--- config.mk ---
export PLATFORM = sky130hd
export DESIGN_NAME = aes128_inv_mix_columns_seq_flat
export DESIGN_NICKNAME = d
export VERILOG_FILES = /design/src/rtl/aes128_inv_mix_columns_seq_pkg.sv /design/src/rtl/aes128_inv_mix_columns_seq_if.sv /design/src/rtl/aes128_inv_mix_columns_seq_col.sv /design/src/rtl/aes128_inv_mix_columns_seq.sv /design/src/flat_wrapper.sv
export SDC_FILE = /design/constraint.sdc
export NUM_CORES = 1
export LEC_CHECK = 0
export CORE_ASPECT_RATIO = 1.75
export CORE_UTILIZATION = 51
export DETAILED_ROUTE_END_ITERATION = 7
export PLACE_DENSITY_LB_ADDON = 0.25
export SYNTH_ARGS = -nofsm -noshare
export SYNTH_HDL_FRONTEND = slang
export SYNTH_SLANG_ARGS = --single-unit
--- constraint.sdc ---
create_clock -name clk -period 4.95 [get_ports clk]
set_clock_uncertainty 0.05 [all_clocks]
set_input_delay 0.99 -clock clk [delete_from_list [all_inputs] [get_ports clk]]
set_output_delay 0.99 -clock clk [all_outputs]
set_load 0.01 [all_outputs]
--- src/rtl/aes128_inv_mix_columns_seq_pkg.sv ---
// aes128_pkg: shared GF(2^8) helpers, width constants and FSM state type for InvMixColumns
package aes128_pkg;
  localparam int STATE_W = 128;
  localparam int COL_W = 32;
  localparam int BYTE_W = 8;
  localparam logic [BYTE_W-1:0] GF_POLY = 8'h1b;
  typedef enum logic [1:0] {IDLE, RUN, DONE} state_e;
  function automatic logic [BYTE_W-1:0] xtime(input logic [BYTE_W-1:0] x);
    return {x[6:0], 1'b0} ^ (x[7] ? GF_POLY : 8'h00);
  endfunction
  function automatic logic [BYTE_W-1:0] gf_mul09(input logic [BYTE_W-1:0] x);
    return xtime(xtime(xtime(x))) ^ x;
  endfunction
  function automatic logic [BYTE_W-1:0] gf_mul0b(input logic [BYTE_W-1:0] x);
    return xtime(xtime(xtime(x))) ^ xtime(x) ^ x;
  endfunction
  function automatic logic [BYTE_W-1:0] gf_mul0d(input logic [BYTE_W-1:0] x);
    return xtime(xtime(xtime(x))) ^ xtime(xtime(x)) ^ x;
  endfunction
  function automatic logic [BYTE_W-1:0] gf_mul0e(input logic [BYTE_W-1:0] x);
    return xtime(xtime(xtime(x))) ^ xtime(xtime(x)) ^ xtime(x);
  endfunction
endpackage

--- src/rtl/aes128_inv_mix_columns_seq_if.sv ---
// aes128_inv_mix_columns_seq_if: input/output valid-ready bus of the InvMixColumns unit
interface aes128_inv_mix_columns_seq_if;
  import aes128_pkg::*;
  logic in_valid;
  logic in_ready;
  logic [STATE_W-1:0] state_in;
  logic out_valid;
  logic out_ready;
  logic [STATE_W-1:0] state_out;
  logic busy;
  modport master (output in_valid, state_in, out_ready, input in_ready, out_valid, state_out, busy);
  modport slave (input in_valid, state_in, out_ready, output in_ready, out_valid, state_out, busy);
endinterface

--- src/rtl/aes128_inv_mix_columns_seq_col.sv ---
// aes128_inv_mix_column: combinational InvMixColumns of one 32-bit column (row 0 in the top byte)
module aes128_inv_mix_column
  import aes128_pkg::*;
(
  input  logic [COL_W-1:0] col_i,
  output logic [COL_W-1:0] col_o
);
  logic [BYTE_W-1:0] a0, a1, a2, a3;
  assign {a0, a1, a2, a3} = col_i;
  assign col_o = {gf_mul0e(a0) ^ gf_mul0b(a1) ^ gf_mul0d(a2) ^ gf_mul09(a3),
                  gf_mul09(a0) ^ gf_mul0e(a1) ^ gf_mul0b(a2) ^ gf_mul0d(a3),
                  gf_mul0d(a0) ^ gf_mul09(a1) ^ gf_mul0e(a2) ^ gf_mul0b(a3),
                  gf_mul0b(a0) ^ gf_mul0d(a1) ^ gf_mul09(a2) ^ gf_mul0e(a3)};
endmodule

--- src/rtl/aes128_inv_mix_columns_seq.sv ---
// aes128_inv_mix_columns_seq: iterative InvMixColumns, one column per cycle or two with AES_INV_MC_DUAL_COL_EN
module aes128_inv_mix_columns_seq
  import aes128_pkg::*;
(
  input logic clk,
  input logic rst_n,
  aes128_inv_mix_columns_seq_if.slave bus
);
`ifdef AES_INV_MC_DUAL_COL_EN
  localparam int NCOL = 2;
`else
  localparam int NCOL = 1;
`endif
  localparam logic [1:0] COL_STEP = 2'(NCOL);
  localparam logic [1:0] COL_LAST = 2'(4 - NCOL);
  state_e state_q;
  logic [1:0] col_q;
  logic [3:0][COL_W-1:0] work_q, work_d;
  logic [NCOL-1:0][COL_W-1:0] cin, cout;
  logic out_valid_q, busy_q, accept;
  for (genvar g = 0; g < NCOL; g++) begin : g_col
    assign cin[g] = work_q[col_q + 2'(g)];
    aes128_inv_mix_column u_col (.col_i(cin[g]), .col_o(cout[g]));
  end
  assign bus.in_ready = (state_q == IDLE) || (state_q == DONE && bus.out_ready);
  assign accept = bus.in_valid && bus.in_ready;
  assign bus.out_valid = out_valid_q;
  assign bus.busy = busy_q;
  assign bus.state_out = work_q;
  // write the transformed column(s) back into their slots of the working state
  always_comb begin
    work_d = work_q;
    for (int i = 0; i < NCOL; i++) work_d[col_q + 2'(i)] = cout[i];
  end
  // control FSM; col wraps to 0 naturally on the final step
  always_ff @(posedge clk or negedge rst_n)
    if (!rst_n) begin
      state_q <= IDLE;
      col_q <= '0;
      work_q <= '0;
      out_valid_q <= 1'b0;
      busy_q <= 1'b0;
    end else if (accept) begin
      work_q <= bus.state_in;
      col_q <= '0;
      state_q <= RUN;
      busy_q <= 1'b1;
      out_valid_q <= 1'b0;
    end else if (state_q == RUN) begin
      work_q <= work_d;
      col_q <= col_q + COL_STEP;
      if (col_q == COL_LAST) begin
        state_q <= DONE;
        out_valid_q <= 1'b1;
      end
    end else if (state_q == DONE && bus.out_ready) begin
      state_q <= IDLE;
      busy_q <= 1'b0;
      out_valid_q <= 1'b0;
    end
endmodule
--- src/flat_wrapper.sv ---
// flat-port wrapper written by rule: the top's interface ports become plain ports
module aes128_inv_mix_columns_seq_flat import aes128_pkg::*;
  (clk, rst_n, bus_in_valid, bus_state_in, bus_out_ready, bus_in_ready, bus_out_valid, bus_state_out, bus_busy);
  aes128_inv_mix_columns_seq_if bus_i ();
  input logic clk;
  input logic rst_n;
  input wire logic [$bits(bus_i.in_valid)-1:0] bus_in_valid;
  input wire logic [$bits(bus_i.state_in)-1:0] bus_state_in;
  input wire logic [$bits(bus_i.out_ready)-1:0] bus_out_ready;
  output wire logic [$bits(bus_i.in_ready)-1:0] bus_in_ready;
  output wire logic [$bits(bus_i.out_valid)-1:0] bus_out_valid;
  output wire logic [$bits(bus_i.state_out)-1:0] bus_state_out;
  output wire logic [$bits(bus_i.busy)-1:0] bus_busy;
  assign bus_i.in_valid = bus_in_valid;
  assign bus_i.state_in = bus_state_in;
  assign bus_i.out_ready = bus_out_ready;
  assign bus_in_ready = bus_i.in_ready;
  assign bus_out_valid = bus_i.out_valid;
  assign bus_state_out = bus_i.state_out;
  assign bus_busy = bus_i.busy;
  aes128_inv_mix_columns_seq u_core (.clk(clk), .rst_n(rst_n), .bus(bus_i));
endmodule
* Word-level counts from Yosys, hierarchy flattened
Index checks and enable logic that the tools add are counted.
** Cells by class
- Add/sub/neg operators :: 1
- Magnitude comparators :: 2
- Equal/unequal tests :: 5
- Muxes and demuxes :: 31
- Bitwise operators :: 48
- Reduce and logical (&&, ||, !) cells :: 10
** Operator list (count)
- bitwise XOR 8 bit :: 39
- two-way mux 128 bit :: 2
- bitwise mux 128 bit :: 1
- bitwise XOR 8 x 5 -> 8 bit :: 9
- binary-select mux 32 bit (select 2 bit) :: 1
- demux 32 bit (select 2 bit) :: 1
- two-way mux 32 bit :: 2
- two-way mux 5 bit :: 12
- two-way mux 2 bit :: 6
- two-way mux 1 bit :: 6
- equality test 2 bit, second input constant :: 2
- AND reduction 2 bit :: 2
- nonzero test 2 bit :: 2
- logical AND 1 bit :: 3
- < comparator 2 x 3 -> 1 bit, second input constant :: 1
- inequality test 3 x 2 -> 1 bit, second input constant :: 1
- nonzero test 3 bit :: 1
- adder 2 x 1 -> 2 bit, second input constant :: 1
- equality test 2 x 1 -> 1 bit, second input constant :: 1
- greater-or-equal comparator 2 x 1 -> 1 bit, second input constant :: 1
- logical NOT 2 bit :: 1
- inequality test 2 x 1 -> 1 bit, second input constant :: 1
- logical OR 1 bit :: 1
** Word-level totals
- Flip-flop bits (word level) :: 134
- Bits of input ports :: 132
- Output and inout port bits :: 131
- Word-level logic and storage cells :: 105

* Logic depth before layout (Yosys ltp)
Gate-level depths: netlist of run 1.
- Depth in word-level cells :: 16
- Gate-level depth with buffers :: 11
- Depth with buffers taken out :: 7

* Cells and area by module
A second synthesis of run 1 with hierarchy kept.
** Second synthesis, totals
- Cells, all modules :: 716
- Area, all modules :: 9190.1 sq um
** By module, submodules not included
- aes128_inv_mix_columns_seq :: times used 1, cells each 503, area an instance 6799.0 sq um, seq. area each 3328.2 sq um
- aes128_inv_mix_column :: times used 1, cells each 213, area an instance 2391.0 sq um, seq. area each 0.0 sq um

* Worst setup path after synthesis of run 1
OpenSTA, ideal clock, no wires.
- Path type :: register -> register
- Start :: register u_core.col_q[0]
- End :: register u_core.work_q (netlist bit u_core.bus.state_out[125])
- Library setup time :: 64 ps
- Data arrival time :: 2891 ps
- Required time :: 4836 ps
- Path slack :: 1944 ps
- Stages on the path, launching flop included :: 11
- Buffers on the path :: 3
- Period minus slack after synthesis :: 3006 ps
- Cell sequence :: dfrtp_1 -> buf_6 -> buf_6 -> buf_8 -> mux4_2 -> xnor2_1 -> xnor2_1 -> xor2_1 -> xnor3_1 -> o21ai_1 -> o21a_1
** Between the ends
- Word-level cells in the longest chain between the ends :: 14
- Elaborated cells on any way between the ends :: 40
- Classes of those cells :: order compare: 2; mux: 15; bitwise: 22; reduce/logical: 1
** Ends and longest elaborated chain
- start: declaration :: line aes128_inv_mix_columns_seq.sv:17 : logic [1:0] col_q;
- start signal: assignment :: line aes128_inv_mix_columns_seq.sv:51 : col_q <= col_q + COL_STEP;
- binary-select mux 32 bit (select 2 bit) :: line aes128_inv_mix_columns_seq.sv:22 : assign cin[g] = work_q[col_q + 2'(g)];
- two-way mux 32 bit (implied by the code) :: line aes128_inv_mix_columns_seq.sv:22
- two-way mux 5 bit (tied with other cells) :: line aes128_inv_mix_columns_seq_pkg.sv:9 : return {x[6:0], 1'b0} ^ (x[7] ? GF_POLY : 8'h00);
- bitwise XOR 8 bit (tied with other cells) :: line aes128_inv_mix_columns_seq_pkg.sv:9
- bitwise XOR 8 x 5 -> 8 bit / bitwise XOR 8 bit (equally long branches) :: line aes128_inv_mix_columns_seq_pkg.sv:9
- bitwise XOR 8 x 5 -> 8 bit (on tied branches)
- bitwise XOR 8 bit (on tied branches)
- bitwise XOR 8 bit (on tied branches) :: line aes128_inv_mix_columns_seq_pkg.sv:21, aes128_inv_mix_columns_seq_pkg.sv:15
- bitwise XOR 8 bit (3 in series) :: line aes128_inv_mix_columns_seq_col.sv:10 : assign col_o = {gf_mul0e(a0) ^ gf_mul0b(a1) ^ gf_mul0d(a2) ^ gf_mul09(a3),
- bitwise mux 128 bit * :: line aes128_inv_mix_columns_seq.sv:33 : for (int i = 0; i < NCOL; i++) work_d[col_q + 2'(i)] = cout[i];
- two-way mux 128 bit * :: line aes128_inv_mix_columns_seq.sv:49 : end else if (state_q == RUN) begin
- two-way mux 128 bit * :: line aes128_inv_mix_columns_seq.sv:43 : end else if (accept) begin
- end signal: assignment :: line aes128_inv_mix_columns_seq.sv:44 : work_q <= bus.state_in;
- end signal: assignment :: line aes128_inv_mix_columns_seq.sv:50 : work_q <= work_d;
- end: declaration :: line aes128_inv_mix_columns_seq.sv:18 : logic [3:0][COL_W-1:0] work_q, work_d;
Every way passes the cells marked *; elsewhere a longest branch is shown, timed or not. The select of a mux whose other input is x is not followed.
A chain may end at the register's enable or synchronous reset.

* Worst setup path in the final report of run 1
- Start :: register u_core.col_q[0]
- End :: register u_core.work_q (netlist bit u_core.bus.state_out[123])
** Between the ends
- Word-level cells in the longest chain between the ends :: 14
- Elaborated cells on any way between the ends :: 42
- Classes of those cells :: order compare: 2; mux: 17; bitwise: 22; reduce/logical: 1
** Ends and longest elaborated chain (line)
- binary-select mux 32 bit (select 2 bit) :: aes128_inv_mix_columns_seq.sv:22
- two-way mux 32 bit (implied by the code) :: aes128_inv_mix_columns_seq.sv:22
- two-way mux 5 bit (tied with other cells) :: aes128_inv_mix_columns_seq_pkg.sv:9
- bitwise XOR 8 bit / bitwise XOR 8 x 5 -> 8 bit (equally long branches) :: aes128_inv_mix_columns_seq_pkg.sv:9
- bitwise XOR 8 x 5 -> 8 bit (tied with other cells) :: aes128_inv_mix_columns_seq_pkg.sv:9
- bitwise XOR 8 x 5 -> 8 bit (on tied branches)
- bitwise XOR 8 bit (on tied branches)
- bitwise XOR 8 bit (on tied branches) :: aes128_inv_mix_columns_seq_pkg.sv:21, aes128_inv_mix_columns_seq_pkg.sv:15
- bitwise XOR 8 bit (3 in series) :: aes128_inv_mix_columns_seq_col.sv:10
- bitwise mux 128 bit * :: aes128_inv_mix_columns_seq.sv:33
- two-way mux 128 bit * :: aes128_inv_mix_columns_seq.sv:49
- two-way mux 128 bit * :: aes128_inv_mix_columns_seq.sv:43
Marks and branches as above.

==> metrics.txt, run 1 <==
antenna fix cells=0; P&R area growth vs syn=42.0%; max_cap viols=0; EDFF count, synth=0; crit path time final=3.91 ns; Max Clk Rate=approximately 260 MHz; H-tree levels=4; area leader, netlist=dfrtp_1; CP required=between 5 and 6 ns; Critical Path Most Common Cell=xnor2_1; startpoint types=flip-flop; IO Port Bufs=262; CP top delay family=XOR/XNOR gates; Post-Syn Area per Cell=between 10 and 15 um2; CTS root buf=clkbuf_16; Worst Hold Class=reg2reg; initial antenna violation count=0; share of cells above drive strength 1=9.59%; Clock Tree Buf Depth=2; Worst Tran Pin Value=1.14 ns; Vias=7227; Final #Nets=1082; Boundary Pins=about 260; final wirelength=~28 mm; TritonCTS buffer count=17; die height=168 um; final period utilization=79.0%; hold_buf cts=0; DRC viols=0; Die X=96.7 um; row cnt=60; Clock Sinks=between 100 and 150; first-pass GRT wire length=between 40 and 50 mm; Seq/Total Area, Yosys=approximately two fifths; initial DRC count=between 600 and 700; CTS tree=done; post_cts resized=0; CP Class=reg2reg; Netlist cell types=27; Largest stage delay, worst path=0.97 ns; synth warn=0; Post-Syn Nets=845; vias in the first global route=7639; Max-slew headroom=23.7%; CORE AREA=0.0154 mm2; Starting Density=52.0%; post-DP HPWL=20.2 mm; CP bufs+invs=0; Post-DRT Antenna Nets=0; GPL Wtd Cong=0.974; setup tns final=0 ns; ys async rst share=100%; DR vias/cell=6.31; CP Capture Type=flip-flop; clk slew on worst S/H paths=0.06 ns; Post-Syn Area=0.00801 mm2; RSZ-0062 raised after global routing=false; final hold violations=0; Pins Over Slew Limit=0; CP Max Fanout=25; Routed WL per cell=24.7 um; status=finished clean; Synth Register Bits=133; WP data arrival=4.15 ns; largest net degree at the start of global routing=106; grt ovf=0; cells along the critical path=mux4_2, xor2_2, xnor2_1, xnor2_1, xnor2_1, xnor2_1, o21ai_0; slowest cell on the critical path=dfrtp_2; overall global routing resource usage=35.3%; top cells by area, synth=dfrtp_1 (42%), xnor2_1 (15%), a22oi_1 (11%); post-CTS setup buffers=0; Synth Instances=about 710; Primary FF master, synth=dfrtp_1; die area=around 0.016 mm2; setup violators final=0; area share of the largest cell type after synthesis=41.6%; Pre-Repair DR Iteration Count=5; clock latency on the worst-skew pair=0.42 ns
==> sequential cells by signal (all words and copies together), names as in the netlist <==
register / cells
u_core.bus.state_out: 128
u_core.col_q: 2
u_core.bus.busy: 1
u_core.bus.out_valid: 1
u_core.state_q: 1
==> Yosys cell counts (4+ instances only) <==
| cell | number |
|---|---|
| a21oi_1 | 17 |
| a22oi_1 | 119 |
| and3_1 | 6 |
| buf_2 | 8 |
| clkbuf_1 | 41 |
| dfrtp_1 | 133 |
| ha_1 | 4 |
| inv_1 | 4 |
| mux4_2 | 32 |
| nand2_1 | 7 |
| nor2_1 | 6 |
| o21ai_0 | 112 |
| o21ai_1 | 17 |
| xnor2_1 | 135 |
| xnor2_2 | 6 |
| xnor3_1 | 9 |
| xor2_1 | 37 |
==> metal layers <==
metal | global-route usage (%) | routed length, um | vias to the layer above
met2 | 60.9 | 14900 | 456
met5 | 0 | 0 | -
li1 | - | - | 3082
met4 | 22.8 | 1730 | 0
met1 | 40.2 | 9720 | 3586
met3 | 5.94 | 1940 | 103
==> area by class of cell <==
class | count | area [um2]
fill | 1096 | 4020
timing repair buffer | 274 | 2730
multi-input combinational | 516 | 4450
clock buffer | 21 | 470
clock inverter | 11 | 149
tap | 186 | 233
sequential | 133 | 3330
inverter | 4 | 15.0
==> worst min-delay path: stages (launching register included) <==
cell and delay [ns]:
dfrtp_1 0.36, a22oi_1 0.07, o21ai_0 0.06
==> path summary, 6_finish.rpt <==
path / from / endpoint / slack (ns) / depth (start not counted)
min in group asynchronous: rst_n / u_core.bus.state_out[73]$_DFFE_PN0P_ / 0.62 / 1
hold reg to reg: u_core.bus.state_out[26]$_DFFE_PN0P_ / u_core.bus.state_out[26]$_DFFE_PN0P_ / 0.48 / 2
setup reg to reg: u_core.col_q[0]$_DFFE_PN0P_ / u_core.bus.state_out[123]$_DFFE_PN0P_ / 1.04 / 7
max in group asynchronous: rst_n / u_core.col_q[0]$_DFFE_PN0P_ / 3.18 / 2
hold / removal: u_core.bus.state_out[26]$_DFFE_PN0P_ / u_core.bus.state_out[26]$_DFFE_PN0P_ / 0.48 / 2
setup / recovery: u_core.col_q[0]$_DFFE_PN0P_ / u_core.bus.state_out[123]$_DFFE_PN0P_ / 1.04 / 7
==> cells by family after synthesis <==
kind of cell / Yosys count / synth area share, %
AND/OR/NAND/NOR: 21 / 1.23
multiplexers: 32 / 9.00
buffers and inverters: 60 / 3.42
XOR/XNOR: 191 / 23.6
adder cells (fa/ha/maj): 4 / 0.625
AO/OA/AOI/OAI: 268 / 20.6
flip-flops: 133 / 41.6
==> placed cells by master, fill, tap and decap left out, types with 7 or more instances in the layout <==
master	synthesis	layout
clkdlybuf4s50_1	0	261
xnor2_1	135	135
dfrtp_1	133	132
a22oi_1	119	119
o21ai_0	112	112
xor2_1	37	37
mux4_2	32	32
o21ai_1	17	17
clkbuf_16	0	17
a21oi_1	17	13
buf_4	3	11
xnor3_1	9	9
nand2_1	7	7
==> through the flow <==
stage / util, % / instances / setup WS [ns] / hold slack [ns] / instance area [um2]
after floorplan: - / 709 / 1.94 / 0.435 / 8010
after detailed placement: 69.9 / 1113 / 0.996 / 0.461 / 10800
after global placement: 69.9 / 1113 / 1.08 / 0.460 / 10800
after global routing: 73.9 / 1145 / 0.846 / 0.508 / 11400
final: 73.9 / 1145 / 1.04 / 0.480 / 11400
after CTS: 73.9 / 1145 / 0.991 / 0.481 / 11400
Power of run 1 is not shown: default switching activity piles up to over one toggle a cycle in this logic, so the estimate is an artifact.
==> inputs of run 2 (changes only) <==
Settings changed: CORE_UTILIZATION 51 to 42.
Clock period 4.95 ns to 3.2 ns, I/O delays scaled along.
==> run 2 against run 1 <==
Die area increased by 21%. Sequential share of layout area down 1.2 points. Register-to-register slack got worse by 0.93 ns. Via count is 1.2% lower. Sequential cell count is the same. Wire length is 2.0% higher. Utilization shrank 10 points. Critical endpoint is now u_core.bus.state_out[115]$_DFFE_PN0P_. Cell count increased by 7.9%.
==> metrics.txt, run 2 (synthesized netlist as in run 1, its figures left out) <==
commonest non-fill, non-tap cells in the layout=clkdlybuf4s50_1 (261), xnor2_1 (131), dfrtp_1 (131); largest net degree at the start of global routing=76 (-28%); CP Max Fanout=14 (-44%); GPL Wtd Cong=0.979 (+0.54%); vias in the first global route=7445 (-2.5%); setup violators final=0 (unchanged); CTS tree=done; Final #Nets=1121 (+3.6%); CP Class=reg2reg; final wirelength=28.8 mm (+2.0%); Worst Tran Pin Value=0.654 ns (-0.489 ns); PnR worst setup slack=0.105 ns (-0.934 ns); DR vias/cell=5.78 (-8.4%); P&R area growth vs syn=47.9%; Vias=7143 (-1.2%); status=finished clean; clock latency on the worst-skew pair=0.42 ns (about the same); die height=185 um (+10%); clk slew on worst S/H paths=0.06 ns (about the same); IO Port Bufs=262 (unchanged); CORE AREA=0.0187 mm2 (+21%); CP required=3.50 ns (-1.68 ns); TritonCTS buffer count=17 (unchanged); overall global routing resource usage=29.8% (-5.5 points); max_cap viols=0 (unchanged); first-pass GRT wire length=43.1 mm (-0.70%); Worst R2R Start=u_core.col_q[0]$_DFFE_PN0P_; Post-DRT Antenna Nets=0 (unchanged); Clock Sinks=133 (unchanged); CTS root buf=clkbuf_16; share of cells above drive strength 1=14.0% (+4.4 points); Worst Hold Class=in2async; initial DRC count=460 (-30%); Post-Place Worst Slack=0.0973 ns (-0.899 ns); Pins Over Slew Limit=0 (unchanged); fin cells=1235 (+7.9%); R2R cell count=9 (+2); Die X=106 um (+10%); post-DP HPWL=21.5 mm (+6.2%); final-layout fill cell count=1552 (+42%); Pre-Repair DR Iteration Count=7 (+2); row cnt=66 (+10%); R2R Setup Slk=0.10 ns (-0.93 ns); Max-slew headroom=56.3% (+33 points); crit path time final=3.10 ns (-0.816 ns); Max Clk Rate=323 MHz (+26%); Largest register FFs=128 (unchanged); antenna fix cells=0 (unchanged); Routed WL per cell=23.4 um (-5.4%); FF-to-FF End=u_core.bus.state_out[115]$_DFFE_PN0P_; Clock Tree Buf Depth=2 (unchanged); grt ovf=0 (unchanged); initial antenna violation count=0 (unchanged); most common cell after layout, fill and taps aside=clkdlybuf4s50_1; CP Capture Type=flip-flop; H-tree levels=4 (unchanged); startpoint types=flip-flop; final hold violations=0 (unchanged); final period utilization=96.7% (+18 points); Starting Density=42.9% (-9.1 points); die area=0.0196 mm2 (+21%); Placed Cells=1203 (+8.1%); Boundary Pins=263 (unchanged); DRC viols=0 (unchanged); WP data arrival=3.40 ns (-0.75 ns)
==> run 2: cell count changes in the layout (fill, tap and decap cells not counted), moves of 3 or more <==
cell	before	now
xnor2_1	135	131
buf_12	1	8
xor2_1	37	34
buf_4	11	43
xor2_2	2	5
xnor2_2	6	9
==> run 2: layout make-up <==
type / count / area (um2) / area share, %
clock inverter: 12 / 131 / 1.11
multi-input combinational: 516 / 4510 / 38.1
clock buffer: 19 / 453 / 3.82
timing repair buffer: 313 / 3110 / 26.2
tap: 238 / 298 / 2.51
inverter: 4 / 15.0 / 0.127
sequential: 133 / 3330 / 28.1
==> run 2: how the worst max path moves through the flow <==
| stage | from | endpoint | cells after the start |
|---|---|---|---|
| after floorplan | u_core.col_q[0]$_DFFE_PN0P_ | u_core.bus.state_out[125]$_DFFE_PN0P_ | 10 |
| after global placement | u_core.col_q[0]$_DFFE_PN0P_ | u_core.bus.state_out[99]$_DFFE_PN0P_ | 10 |
| after detailed placement | u_core.col_q[0]$_DFFE_PN0P_ | u_core.bus.state_out[68]$_DFFE_PN0P_ | 8 |
| after CTS | u_core.col_q[0]$_DFFE_PN0P_ | u_core.bus.state_out[115]$_DFFE_PN0P_ | 9 |
| after global routing | u_core.col_q[0]$_DFFE_PN0P_ | u_core.bus.state_out[115]$_DFFE_PN0P_ | 9 |
| final | u_core.col_q[0]$_DFFE_PN0P_ | u_core.bus.state_out[115]$_DFFE_PN0P_ | 9 |
==> run 2: repair_timing <==
item,in CTS,in global routing
hold buffers,0,0
setup endpoints to repair,0,26
resized for setup,0,9
setup buffers,0,1
hold endpoints to repair,0,0
==> run 2: critical path, cell delays in order (launching register included) <==
cell	delay, ns
dfrtp_2	0.42
buf_12	0.18
mux4_2	0.62
xor2_2	0.23
buf_4	0.19
xnor2_2	0.24
xor2_1	0.29
xnor3_1	0.52
o21ai_1	0.15
o21a_1	0.14
==> run 2: routing by layer <==
| metal | track usage (%) | share of wire (%) | up-vias |
|---|---|---|---|
| li1 | - | - | 3152 |
| met1 | 34.2 | 36 | 3509 |
| met2 | 52.0 | 53 | 392 |
| met3 | 5.09 | 6.3 | 90 |
| met4 | 16.4 | 5.0 | 0 |
| met5 | 0 | 0 | - |
==> run 2: per-stage QoR <==
step	TNS [ns]	util [%]	cell area, um2	hold WS (ns)
2_1_floorplan	0	-	8010	0.294
3_3_place_gp	0	60.0	11200	0.459
3_5_place_dp	0	60.0	11200	0.466
4_1_cts	0	63.1	11800	0.0252
5_1_grt	-0.0620	63.5	11800	0.0349
6_report	0	63.5	11800	0.0269
Power of run 2 is left out for the same reason.
==> inputs of run 3 (changes only) <==
Settings changed: CTS_CLUSTER_DIAMETER from default to 50.
==> results of run 3 <==
The final DEF is identical to that of run 2; final timing and power are the same.
Power of run 3 is left out for the same reason.
